<file path="src/rtl/uart_rx_pkg.sv">
// Shared types and elaboration-time helpers for the buffered UART receiver.
// The StParity state exists only when UART_RX_PARITY_EN is defined.
package uart_rx_pkg;

  typedef enum logic [2:0] {
    StIdle,
    StStart,
    StData,
`ifdef UART_RX_PARITY_EN
    StParity,
`endif
    StStop,
    StBreak
  } rx_state_t;

  function automatic int unsigned clog2(input int unsigned n);
    int unsigned r;
    r = 0;
    while ((64'd1 << r) < 64'(n)) r++;
    return r;
  endfunction

  function automatic int unsigned calc_div(input int unsigned clk_freq,
                                           input int unsigned baud_rate,
                                           input int unsigned oversample);
    return clk_freq / (baud_rate * oversample);
  endfunction

  function automatic int unsigned calc_level_w(input int unsigned depth);
    return clog2(depth + 1);
  endfunction

endpackage

</file>
<file path="src/rtl/rx_fifo.sv">
// Synchronous show-ahead FIFO; the head entry is visible on pop_data while not empty.
module rx_fifo
  import uart_rx_pkg::*;
#(
  parameter int unsigned DATA_BITS  = 8,
  parameter int unsigned FIFO_DEPTH = 16,
  localparam int unsigned LEVEL_W   = calc_level_w(FIFO_DEPTH),
  localparam int unsigned ADDR_W    = clog2(FIFO_DEPTH)
) (
  input  logic                 clock,
  input  logic                 reset,
  input  logic                 push,
  input  logic [DATA_BITS-1:0] push_data,
  input  logic                 pop,
  output logic [DATA_BITS-1:0] pop_data,
  output logic                 full,
  output logic                 empty,
  output logic [LEVEL_W-1:0]   level
);

  logic [DATA_BITS-1:0] mem_q [FIFO_DEPTH];
  logic [ADDR_W-1:0]    wr_q, rd_q;
  logic [LEVEL_W-1:0]   level_q, level_d;
  logic                 push_ok, pop_ok;

  assign empty    = (level_q == '0);
  assign full     = (level_q == LEVEL_W'(FIFO_DEPTH));
  assign pop_ok   = pop && !empty;
  // A full FIFO still accepts a push when the head leaves in the same cycle.
  assign push_ok  = push && (!full || pop_ok);
  assign level    = level_q;
  assign pop_data = empty ? '0 : mem_q[rd_q];

  always_comb begin
    level_d = level_q;
    if (push_ok && !pop_ok) begin
      level_d = level_q + 1'b1;
    end else if (pop_ok && !push_ok) begin
      level_d = level_q - 1'b1;
    end
  end

  always_ff @(posedge clock) begin
    if (push_ok) begin
      mem_q[wr_q] <= push_data;
    end
  end

  always_ff @(posedge clock or negedge reset) begin
    if (!reset) begin
      wr_q    <= '0;
      rd_q    <= '0;
      level_q <= '0;
    end else begin
      if (push_ok) wr_q <= wr_q + 1'b1;
      if (pop_ok)  rd_q <= rd_q + 1'b1;
      level_q <= level_d;
    end
  end

endmodule

</file>
<file path="src/rtl/uart_rx_buffered.sv">
// Oversampling UART receiver with baud divider and output FIFO in one clock domain.
// Define UART_RX_PARITY_EN to add a parity bit checked against PARITY_ODD.
module uart_rx_buffered
  import uart_rx_pkg::*;
#(
  parameter int unsigned CLK_FREQ   = 100000000,
  parameter int unsigned BAUD_RATE  = 9600,
  parameter int unsigned OVERSAMPLE = 16,
  parameter int unsigned DATA_BITS  = 8,
  parameter int unsigned FIFO_DEPTH = 16,
  parameter int unsigned PARITY_ODD = 0,
  localparam int unsigned LEVEL_W   = calc_level_w(FIFO_DEPTH)
) (
  input  logic                 clock,
  input  logic                 reset,
  input  logic                 enable,
  input  logic                 rx,
  input  logic                 rx_ready,
  output logic [DATA_BITS-1:0] rx_data,
  output logic                 rx_valid,
  output logic [LEVEL_W-1:0]   fifo_level,
  output logic                 frame_err,
  output logic                 parity_err,
  output logic                 overflow
);

  localparam int unsigned DIV   = calc_div(CLK_FREQ, BAUD_RATE, OVERSAMPLE);
  localparam int unsigned DIV_W = clog2(DIV + 1);
  localparam int unsigned OS_W  = clog2(OVERSAMPLE);
  localparam int unsigned BIT_W = clog2(DATA_BITS);

  logic [DIV_W-1:0]     div_q;
  logic                 tick;
  logic [1:0]           sync_q, fill_q;
  logic                 high_q, rx_s, fall;
  rx_state_t            state_q, state_d;
  logic [OS_W-1:0]      os_q;
  logic [BIT_W-1:0]     bit_q;
  logic [DATA_BITS-1:0] shift_q;
  logic                 half_done, full_done, last_bit, par_bad;
  logic                 push, pop, full, empty;

  assign tick = enable && (div_q == DIV_W'(DIV - 1));

  always_ff @(posedge clock or negedge reset) begin
    if (!reset) begin
      div_q <= '0;
    end else if (!enable || tick) begin
      div_q <= '0;
    end else begin
      div_q <= div_q + 1'b1;
    end
  end

  // fill_q marks when sync_q carries real line samples, so the reset preset of 1
  // never counts as a high level and a line held low out of reset is not a start.
  always_ff @(posedge clock or negedge reset) begin
    if (!reset) begin
      sync_q <= 2'b11;
      fill_q <= 2'b00;
      high_q <= 1'b0;
    end else begin
      sync_q <= {sync_q[0], rx};
      fill_q <= {fill_q[0], 1'b1};
      high_q <= fill_q[1] & rx_s;
    end
  end

  assign rx_s      = sync_q[1];
  assign fall      = high_q & ~rx_s;
  assign half_done = tick && (os_q == OS_W'(OVERSAMPLE / 2 - 1));
  assign full_done = tick && (os_q == OS_W'(OVERSAMPLE - 1));
  assign last_bit  = (bit_q == BIT_W'(DATA_BITS - 1));

  always_ff @(posedge clock or negedge reset) begin
    if (!reset) begin
      state_q <= StIdle;
    end else begin
      state_q <= state_d;
    end
  end

  always_comb begin
    state_d = state_q;
    if (!enable) begin
      state_d = StIdle;
    end else begin
      case (state_q)
        StIdle:   if (fall) state_d = StStart;
        StStart:  if (half_done) state_d = rx_s ? StIdle : StData;
`ifdef UART_RX_PARITY_EN
        StData:   if (full_done && last_bit) state_d = StParity;
        StParity: if (full_done) state_d = StStop;
`else
        StData:   if (full_done && last_bit) state_d = StStop;
`endif
        StStop:   if (full_done) state_d = rx_s ? StIdle : StBreak;
        StBreak:  if (rx_s) state_d = StIdle;
        default:  state_d = StIdle;
      endcase
    end
  end

  always_comb begin
    push       = 1'b0;
    frame_err  = 1'b0;
    parity_err = 1'b0;
    if (state_q == StStop && full_done) begin
      frame_err  = !rx_s;
      parity_err = par_bad;
      push       = rx_s && !par_bad;
    end
  end

  // Tick counter restarts on every state change and after each full bit period.
  always_ff @(posedge clock or negedge reset) begin
    if (!reset) begin
      os_q    <= '0;
      bit_q   <= '0;
      shift_q <= '0;
    end else begin
      if (state_d != state_q || full_done) begin
        os_q <= '0;
      end else if (tick) begin
        os_q <= os_q + 1'b1;
      end
      if (state_q != StData) begin
        bit_q <= '0;
      end else if (full_done) begin
        bit_q <= bit_q + 1'b1;
      end
      if (state_q == StData && full_done) begin
        shift_q <= {rx_s, shift_q[DATA_BITS-1:1]};
      end
    end
  end

`ifdef UART_RX_PARITY_EN
  logic par_q;

  always_ff @(posedge clock or negedge reset) begin
    if (!reset) begin
      par_q <= 1'b0;
    end else if (state_q == StParity && full_done) begin
      par_q <= rx_s;
    end
  end

  assign par_bad = ((^{shift_q, par_q}) != PARITY_ODD[0]);
`else
  assign par_bad = 1'b0;
`endif

  assign pop      = rx_valid && rx_ready;
  assign rx_valid = !empty;
  assign overflow = push && full && !pop;

  rx_fifo #(
    .DATA_BITS  (DATA_BITS),
    .FIFO_DEPTH (FIFO_DEPTH)
  ) u_fifo (
    .clock     (clock),
    .reset     (reset),
    .push      (push),
    .push_data (shift_q),
    .pop       (pop),
    .pop_data  (rx_data),
    .full      (full),
    .empty     (empty),
    .level     (fifo_level)
  );

endmodule

</file>
<file path="config.mk">
export PLATFORM = sky130hd
export DESIGN_NAME = uart_rx_buffered
export DESIGN_NICKNAME = d
export VERILOG_FILES = /design/src/rtl/uart_rx_pkg.sv /design/src/rtl/rx_fifo.sv /design/src/rtl/uart_rx_buffered.sv
export SDC_FILE = /design/constraint.sdc
export NUM_CORES = 1
export LEC_CHECK = 0
export CORE_MARGIN = 4
export CORE_UTILIZATION = 24
export CTS_CLUSTER_DIAMETER = 200
export DETAILED_ROUTE_END_ITERATION = 16
export GPL_ROUTABILITY_DRIVEN = 0
export GPL_TIMING_DRIVEN = 1
export SYNTH_ARGS = -nofsm -noshare
export SYNTH_HDL_FRONTEND = slang
export SYNTH_HIERARCHICAL = 1
export SYNTH_SLANG_ARGS = --single-unit
export TNS_END_PERCENT = 30
</file>
<file path="constraint.sdc">
create_clock -name clock -period 3.9 [get_ports clock]
set_clock_uncertainty 0.05 [all_clocks]
set_input_delay 0.975 -clock clock [delete_from_list [all_inputs] [get_ports clock]]
set_output_delay 0.975 -clock clock [all_outputs]
set_load 0.01 [all_outputs]
</file>
==> impl_summary.log <==
[metrics] total leakage power: 3.35 nW
[metrics] drt total wl: 14,400 um
[metrics] vertical extent of the die: 184 um
[metrics] Total Neg Setup Slack: 0 ns
[metrics] vias in the first global route: 4,023
[metrics] total number of clock tree sinks: 174
[metrics] via count normalized by instance count: 4.36
[metrics] total count of hold-check failures in the final report: 0
[metrics] area occupied by multi-input gates: 2260 um^2
[metrics] clock network latency to the later pin of the worst-skew pair: 0.43 ns
[metrics] placeable core area: 30,500 um^2
[metrics] number of placement rows: 64
[metrics] required time of the critical path: 2.87 ns
[metrics] number of DRC violations after detailed-routing iteration 0: 298
[metrics] class of the tightest hold or removal check: reg -> reg
[metrics] maximum buffer depth of the clock tree: 2
[metrics] share of synthesized registers carrying an async set or reset: 26.4%
[metrics] count of antenna-violating nets left after detailed routing: 0
[metrics] number of diodes added for antenna fixing: 0
[metrics] top cells by area, synth: sky130_fd_sc_hd__edfxtp_1, sky130_fd_sc_hd__dfrtp_1, sky130_fd_sc_hd__mux4_2, sky130_fd_sc_hd__ha_1, sky130_fd_sc_hd__xnor2_1
[metrics] cells after synthesis: 449
[metrics] cts bufs inserted: 17
[metrics] total of endpoints with negative setup slack in the final report: 0
[metrics] register bit total from synthesis: 174
[metrics] cell breakdown of the critical path: buf_4 > buf_4 > mux4_2 > a211oi_1 > a211oi_1 > clkdlybuf4s50_1
[metrics] root buffer cell: sky130_fd_sc_hd__clkbuf_16
[metrics] pin slew with the least headroom to its limit: 0.767 ns
[metrics] Buffers & Inverters on Critical Path: 3
[metrics] sequential element share of the synthesized area: 67.4%
[metrics] number of levels the H-tree was split into: 4
[metrics] outcome: finished clean
[metrics] Pre-Repair DR Iteration Count: 4
[metrics] slowest CP cell: sky130_fd_sc_hd__clkdlybuf4s50_1
[metrics] final slew viol count: 0
[metrics] CP Capture Type: primary output
[metrics] Cell variety after synth: 53
[metrics] netlist area before placement: 7410 um^2
[metrics] clock tree from TritonCTS: built
[metrics] number of flops mapped to enable cells by yosys: 128
[metrics] fraction of synthesized cell area taken by the top area cell type: 51.9%
[metrics] synth-to-layout area growth: 18.5%
[metrics] achievable frequency: 0.267 GHz
[metrics] via total after detailed routing: 3,914
[metrics] HPWL after DPL: 9380 um
[metrics] wire length of the first global-routing pass: 23,200 um
[metrics] Critical Path AT: 2.72 ns
[metrics] initial antenna violation count: 0
[metrics] Global Route Usage Sum: 9.00%
[metrics] # Max-Cap Violations: 0
[metrics] total of buffers placed on input and output ports: 20
[metrics] final critical delay including setup and external delays: 3.74 ns
[metrics] total die area: 33,700 um^2
[metrics] most common cell after layout, fill and taps aside: sky130_fd_sc_hd__edfxtp_1
[metrics] maximum number of pins on one net before global-route repair: 32
[metrics] Largest delay share family, worst path: buffers and inverters
[metrics] sequential cell area: 5000 um^2
[metrics] area leader, netlist: sky130_fd_sc_hd__edfxtp_1
[metrics] clock-pin transition on the worst setup and hold timing paths: 0.07 ns
[metrics] critical path launch point type: flop
[metrics] total nets after synthesis: 469
[metrics] die width: 184 um
[metrics] overall overflow remaining after global route: 0
[metrics] commonest cells after routing, fill and taps aside: sky130_fd_sc_hd__edfxtp_1, sky130_fd_sc_hd__dfrtp_1, sky130_fd_sc_hd__mux4_2, sky130_fd_sc_hd__buf_4, sky130_fd_sc_hd__nor2_1
[metrics] leading register cell type out of synthesis: sky130_fd_sc_hd__edfxtp_1
[metrics] final net count: 509
[metrics] Layout fillers: 3,016
[metrics] Mapped Avg Cell Area: 16.5 um^2
[metrics] maximum cell stage delay along the critical path: 0.61 ns
[metrics] effective utilization at floorplan: 24.3%
[metrics] Yosys Warn Count: 6
[metrics] final routed wire length divided by cell count: 16.1 um
[metrics] worst-path fanout max: 12
[metrics] cell area power density: 426 nW/um^2
[metrics] largest voltage drop on the vdd net: 0.285 mV
[metrics] Max-Slew Margin vs Limit: 48.9%
[metrics] RSZ-0062 raised after global routing: no
[metrics] crit share post-route: 96.0%
[metrics] number of remaining DRC errors: 0
[metrics] type of the worst setup path: reg -> out
[metrics] number of top-level pins: 22
[metrics] total power after layout: 0.00374 W
[metrics] share of cells above drive strength 1: 21.1%
-- layer usage --
layer  GRT usage, %  wire length (um)
met1           12.8              7120
met2           13.4              6490
met3           2.14               619
met4           3.37               212
met5              0                 0
-- worst register-to-register path, cell delays in order, from the launching register on --
cell and delay (ns):
sky130_fd_sc_hd__dfrtp_1 0.46, sky130_fd_sc_hd__or3_1 0.46, sky130_fd_sc_hd__nor2_1 0.17, sky130_fd_sc_hd__nor2b_1 0.10, sky130_fd_sc_hd__o21ai_1 0.26, sky130_fd_sc_hd__ha_1 0.25
sky130_fd_sc_hd__inv_1 0.12, sky130_fd_sc_hd__fa_1 0.42, sky130_fd_sc_hd__a21o_1 0.22, sky130_fd_sc_hd__a2111oi_0 0.43, sky130_fd_sc_hd__o31ai_1 0.13
-- sequential cells by signal, summed over array words and instances (netlist names) --
signal,count
bit_q,3
state_q,3
u_fifo/level,5
u_fifo/wr_q,4
u_fifo/mem_q,128
high_q,1
div_q,10
u_fifo/rd_q,4
shift_q,8
sync_q,2
os_q,4
fill_q,2
-- layout make-up --
class / count / area share (%)
Inverter: 8 / 0.342
Multi-Input combinational cell: 245 / 25.7
Timing Repair Buffer: 43 / 4.33
Clock inverter: 15 / 2.17
Clock buffer: 17 / 4.84
Sequential cell: 174 / 56.9
Tap cell: 396 / 5.64
-- path summary, 6_finish.rpt --
check	start	to	slack, ns	depth (start not counted)
max	u_fifo/rd_q[3]	rx_data[3]	0.16	6
min	fill_q[0]	fill_q[1]	0.30	0
max reg2reg	u_fifo/level[0]	u_fifo/level[4]	0.70	10
min reg2reg	fill_q[0]	fill_q[1]	0.30	0
max in group asynchronous	reset	u_fifo/rd_q[1]	2.53	2
min in group asynchronous	reset	os_q[2]	0.55	1
-- logic make-up after synthesis --
family	synth area share, %
flops	67.4
simple gates	8.54
mux	12.6
compound gates	4.17
buf+inv	2.04
xor+xnor	2.48
fa+ha+maj	2.63
other cells	0.101
-- synthesized netlist by cell type, drive strengths merged (2+ instances only) --
cell	number
nor2b	12
and2	11
xnor2	16
nor2	20
buf	13
dfrtp	44
or3	2
nand3	8
nand2	18
inv	8
nor3b	7
nor3	10
clkbuf	9
a21oi	6
a21o	2
nand2b	3
nand4	4
mux4	32
mux2	9
a211oi	17
dfstp	2
ha	14
or2	2
and3	8
edfxtp	128
xor2	5
o31a	3
conb	2
o21ai	8
mux2i	11
-- power by group --
part	internal, W	leakage, nW	switching (W)	total (W)
Sequential	0.00197	2.10	0.00000620	0.00198
Clock	0.000926	0.287	0.000804	0.00173
Combinational	0.0000109	0.954	0.0000205	0.0000314
Total	0.00291	3.35	0.000831	0.00374
-- timing repair --
action,CTS,global route
setup buffers,0,5
endpoints found under the setup margin,1,2
gates resized for setup,1,0
hold buffers,0,0
-- stage by stage --
step	util, %	cell area (um^2)	hold slack, ns	instances	setup WS [ns]
floorplan	-	7410	0.281	449	0.496
global placement	26.6	8120	0.287	861	0.110
detailed placement	26.6	8120	0.288	861	0.0619
CTS	28.6	8730	0.304	893	0.0224
global route	28.8	8780	0.316	898	0.0163
finish	28.8	8780	0.301	898	0.158
(Power assumes the default switching activity.)
==> variant 1: new RTL, config.mk and constraints unchanged <==
The option `UART_RX_PARITY_EN` is turned on by a define.
--- a/src/rtl/uart_rx_pkg.sv
+++ b/src/rtl/uart_rx_pkg.sv
@@ -2,2 +2,4 @@
 // The StParity state exists only when UART_RX_PARITY_EN is defined.
+`define UART_RX_PARITY_EN
+
 package uart_rx_pkg;
Check against the original RTL: no difference found for any inputs over 10 cycles, from zero or initial values and one cycle with reset low; that may be too few to reach the edited logic, so the function may still have changed.
==> variant 1 against the unedited design <==
Synthesized area increased by 2.9%; sequential share of layout area down 2.8 points; wire length is 6.2% higher; critical path depth unchanged; setup slack lost 0.076 ns; sequential cell count grew 1; total power down 0.47%; final area increased by 5.8%; critical path type is now input port to primary output; largest cell class unchanged; largest power group unchanged.
==> variant 1: results (changes against the unedited design) <==
reg.largest.list: "u_fifo/mem_q: 128 flops, div_q: 10 flops, shift_q: 8 flops"
critPathKind: "input port to primary output"
first_pass_iters: 4  # unchanged
drive_gt1_share_pct: 25.5  # +4.3 points
grt_max_degree: 35  # +9.4%
synthTopCellsByCount: "128 x edfxtp_1, 45 x dfrtp_1, 32 x mux4_2"
timing.rr.end: "u_fifo/level[4]"
grt_pass1_vias: 4197  # +4.3%
synth-async-reset-ratio_pct: 26.9  # +0.42 points
final_cell_count_no_fill: 938  # +4.5%
pre_cts_slack_ns: -0.340  # -0.402 ns
reg2regPathDepth: 13  # +3
synthCells: 465  # +3.6%
final_nets: 549  # +7.9%
pwr-share-seq_pct: 53.4  # +0.5 points
reg2reg_from: "div_q[0]"
slowest_delay_ns: 0.49  # -0.12 ns
muxShareOfSynthArea_pct: 12.3  # -0.29 points
synth_cell_types: 62  # +17%
whs_ns: 0.303  # +0.00189 ns
ys_seq_area_share_pct: 65.9  # -1.6 points
grt_use_total_pct: 9.33  # +0.34 points
worst-path-max-fanout: 3  # -9
placed_cell_area_um2: 8670  # +6.8%
synthTopCellsByArea: "edfxtp_1 50%, dfrtp_1 15%, mux4_2 9.5%, ha_1 2.3%, xnor2_1 2.0%"
port_buffers: 21  # +5.0%
n_fill_cell: 2990  # -0.86%
post_drt_via_cell_ratio: 4.36  # about the same
synth_xor_area_share_pct: 3.28  # +0.80 points
internal-power_uw: 2910  # about the same
ir_drop_mv: 0.264  # -7.3%
status: "completed"
synth-compound-area-share_pct: 4.69  # +0.52 points
cp-startpoint: "enable"
hpwl_um: 10100  # +8.0%
drt-initial-drc-count: 238  # -20%
placed_cells: 906  # +5.2%
wl_per_cell_um: 16.4  # +1.7%
worst-r2r-setup-slack_ns: 0.58  # -0.12 ns
slew_headroom_pct: 48.6  # -0.26 points
switching_power_uw: 813  # -2.2%
synth_fp_nets: 485  # +3.4%
synthAdderAreaFrac_pct: 2.56  # -0.074 points
worstHoldStart: "fill_q[0]"
cts_buffer_depth: 2  # unchanged
grt_pass1_wl_um: 24400  # +5.5%
crit_arrival_ns: 2.79  # +0.07 ns
htreeDepth: 4  # unchanged
-- variant 1: layout make-up --
class	count	area (µm²)	share of cell area, %
sequential	175	5030	54.1
multi-input combinational	262	2470	26.6
timing repair buffer	66	668	7.19
tap	396	495	5.33
clock buffer	17	425	4.58
clock inverter	15	176	1.90
inverter	7	26.3	0.283
-- variant 1: routing by layer --
metal  up-vias  track usage, %  part of all wire [%]
met2        68            13.6                    45
li1       1937               -                     -
met4         0            2.97                  0.65
met5         -               0                     0
met1      2078            13.7                    48
met3         8            2.33                   5.7
-- variant 1: how the worst max path moves through the flow --
stage	end	slack, ns	cells after the start
floorplan	u_fifo/level[4]	0.04	12
global placement	u_fifo/level[4]	-0.24	12
detailed placement	u_fifo/level[4]	-0.34	12
CTS	overflow	0.05	6
global route	overflow	-0.005	6
finish	overflow	0.08	6
-- variant 1: repair_timing --
action                     in CTS  in global routing
resized for setup               5                  6
setup endpoints to repair       6                  4
setup buffers                   0                  0
pin swaps                       0                  0
==> variant 2: new RTL, same flow settings <==
Made on the original files. Register the output `fifo_level`; this adds one clock of latency there. The other outputs are not delayed to match.
--- a/src/rtl/uart_rx_buffered.sv
+++ b/src/rtl/uart_rx_buffered.sv
@@ -30,2 +30,4 @@
   localparam int unsigned BIT_W = clog2(DATA_BITS);
+
+  logic [LEVEL_W-1:0] fifo_level_d;
 
@@ -169,4 +171,8 @@
     .empty     (empty),
-    .level     (fifo_level)
+    .level     (fifo_level_d)
   );
+
+  always_ff @(posedge clock) begin
+    fifo_level <= fifo_level_d;
+  end
 
Behaviour: same outputs for any inputs over 10 cycles, from zero or initial values and one cycle with reset low; that may be too few to reach the edited logic, so the function may still have changed.
==> variant 2 against the unedited design <==
Wire length is 1.5% higher; synthesized area grew 2.5%; sequential power is 3% higher; sequential cell count increased by 5; final area rose by 2.1%; cell count grew 1.2%; setup slack worse by 0.10 ns; register-to-register slack got worse by 0.13 ns; total power down 0.94%; critical endpoint is now frame_err; highest routed layer unchanged.
==> variant 2: results (changes against the unedited design) <==
cp-endpoint: "frame_err"
synth_cell_types: 59  # +11%
reg2regPathDepth: 12  # +2
cp-startpoint: "enable"
synthTopCellsByArea: "edfxtp_1 51%, dfrtp_1 14%, mux4_2 9.5%, ha_1 2.3%, mux2i_1 2.0%"
grt_pass1_wl_um: 23200  # about the same
pre_cts_slack_ns: -0.171  # -0.233 ns
crit_arrival_ns: 2.82  # +0.10 ns
setup_ws_ns: 0.0578  # -0.0997 ns
slowest_delay_ns: 0.54  # -0.07 ns
worst-r2r-setup-slack_ns: 0.57  # -0.13 ns
ir_drop_mv: 0.295  # +3.7%
ys_seq_area_share_pct: 67.1  # -0.34 points
drt-initial-drc-count: 220  # -26%
cts_buffer_depth: 2  # unchanged
grt_pass1_vias: 4012  # -0.27%
routed_wl_um: 14700  # +1.5%
num_vias: 3933  # +0.49%
hpwl_um: 9510  # +1.4%
grt_max_degree: 47  # +47%
synth-async-reset-ratio_pct: 25.7  # -0.74 points
whs_ns: 0.299  # -0.00207 ns
synthTopCellsByCount: "128 x edfxtp_1, 44 x dfrtp_1, 32 x mux4_2"
status: "completed"
drive_gt1_share_pct: 23.6  # +2.5 points
tightest_slew_ns: 1.06  # +0.296 ns
grt_use_total_pct: 8.87  # -0.13 points
power.leakage_uw: 0.00348  # +4.1%
final_nets: 520  # +2.2%
cts_buffers: 17  # unchanged
synth_fp_nets: 477  # +1.7%
worst-path-max-fanout: 6  # -6
critPathKind: "input port to primary output"
[variant 2: changes by cell type in the layout (fill, tap and decap cells not counted), sizes merged, moves of 4 or more]
cell / change
clkinv: +4
clkinvlp: -4
mux2i: +4
nor3: -4
dfxtp: +5
[variant 2: what timing repair did]
item / 4_1_cts / 5_1_grt
pin swaps: 1 / 0
buffers inserted: 0 / 3
endpoints found under the setup margin: 10 / 10
gates resized for setup: 4 / 2
[variant 2: final cells by class]
| class | count | area [µm²] |
|---|---|---|
| sequential | 179 | 5110 |
| clock buffer | 17 | 425 |
| inverter | 6 | 22.5 |
| multi-input combinational | 250 | 2350 |
| fill | 3092 | 21900 |
| tap | 396 | 495 |
| clock inverter | 15 | 155 |
| timing repair buffer | 46 | 413 |
[variant 2: cell families after synthesis]
logic type / synth area share, %
fa+ha+maj: 2.57
xor+xnor: 2.42
other cells: 0.0989
simple gates: 9.22
mux: 13.1
flops: 67.1
compound gates: 3.51
buf+inv: 1.98
[variant 2: power breakdown]
part | leakage [µW] | internal, µW | switching, µW
logic | 0.00105 | 11.4 | 20.7
registers | 0.00214 | 2020 | 6.39
clock network | 0.000288 | 856 | 787
[variant 2: through the flow]
stage / cell area, µm² / power, µW / cells
floorplan: 7600 / 2080 / 457
global placement: 8330 / 2100 / 874
detailed placement: 8330 / 2100 / 874
CTS: 8930 / 3760 / 906
global route: 8970 / 3860 / 909
finish: 8970 / 3700 / 909
[variant 2: per-layer routing]
metal  vias to the layer above  wire (µm)  global-route usage (%)
met5                         -          0                       0
met4                         0         72                    2.36
met3                         4        665                    2.56
met2                        69       6790                    13.3
met1                      2009       7120                    12.6
li1                       1851          -                       -
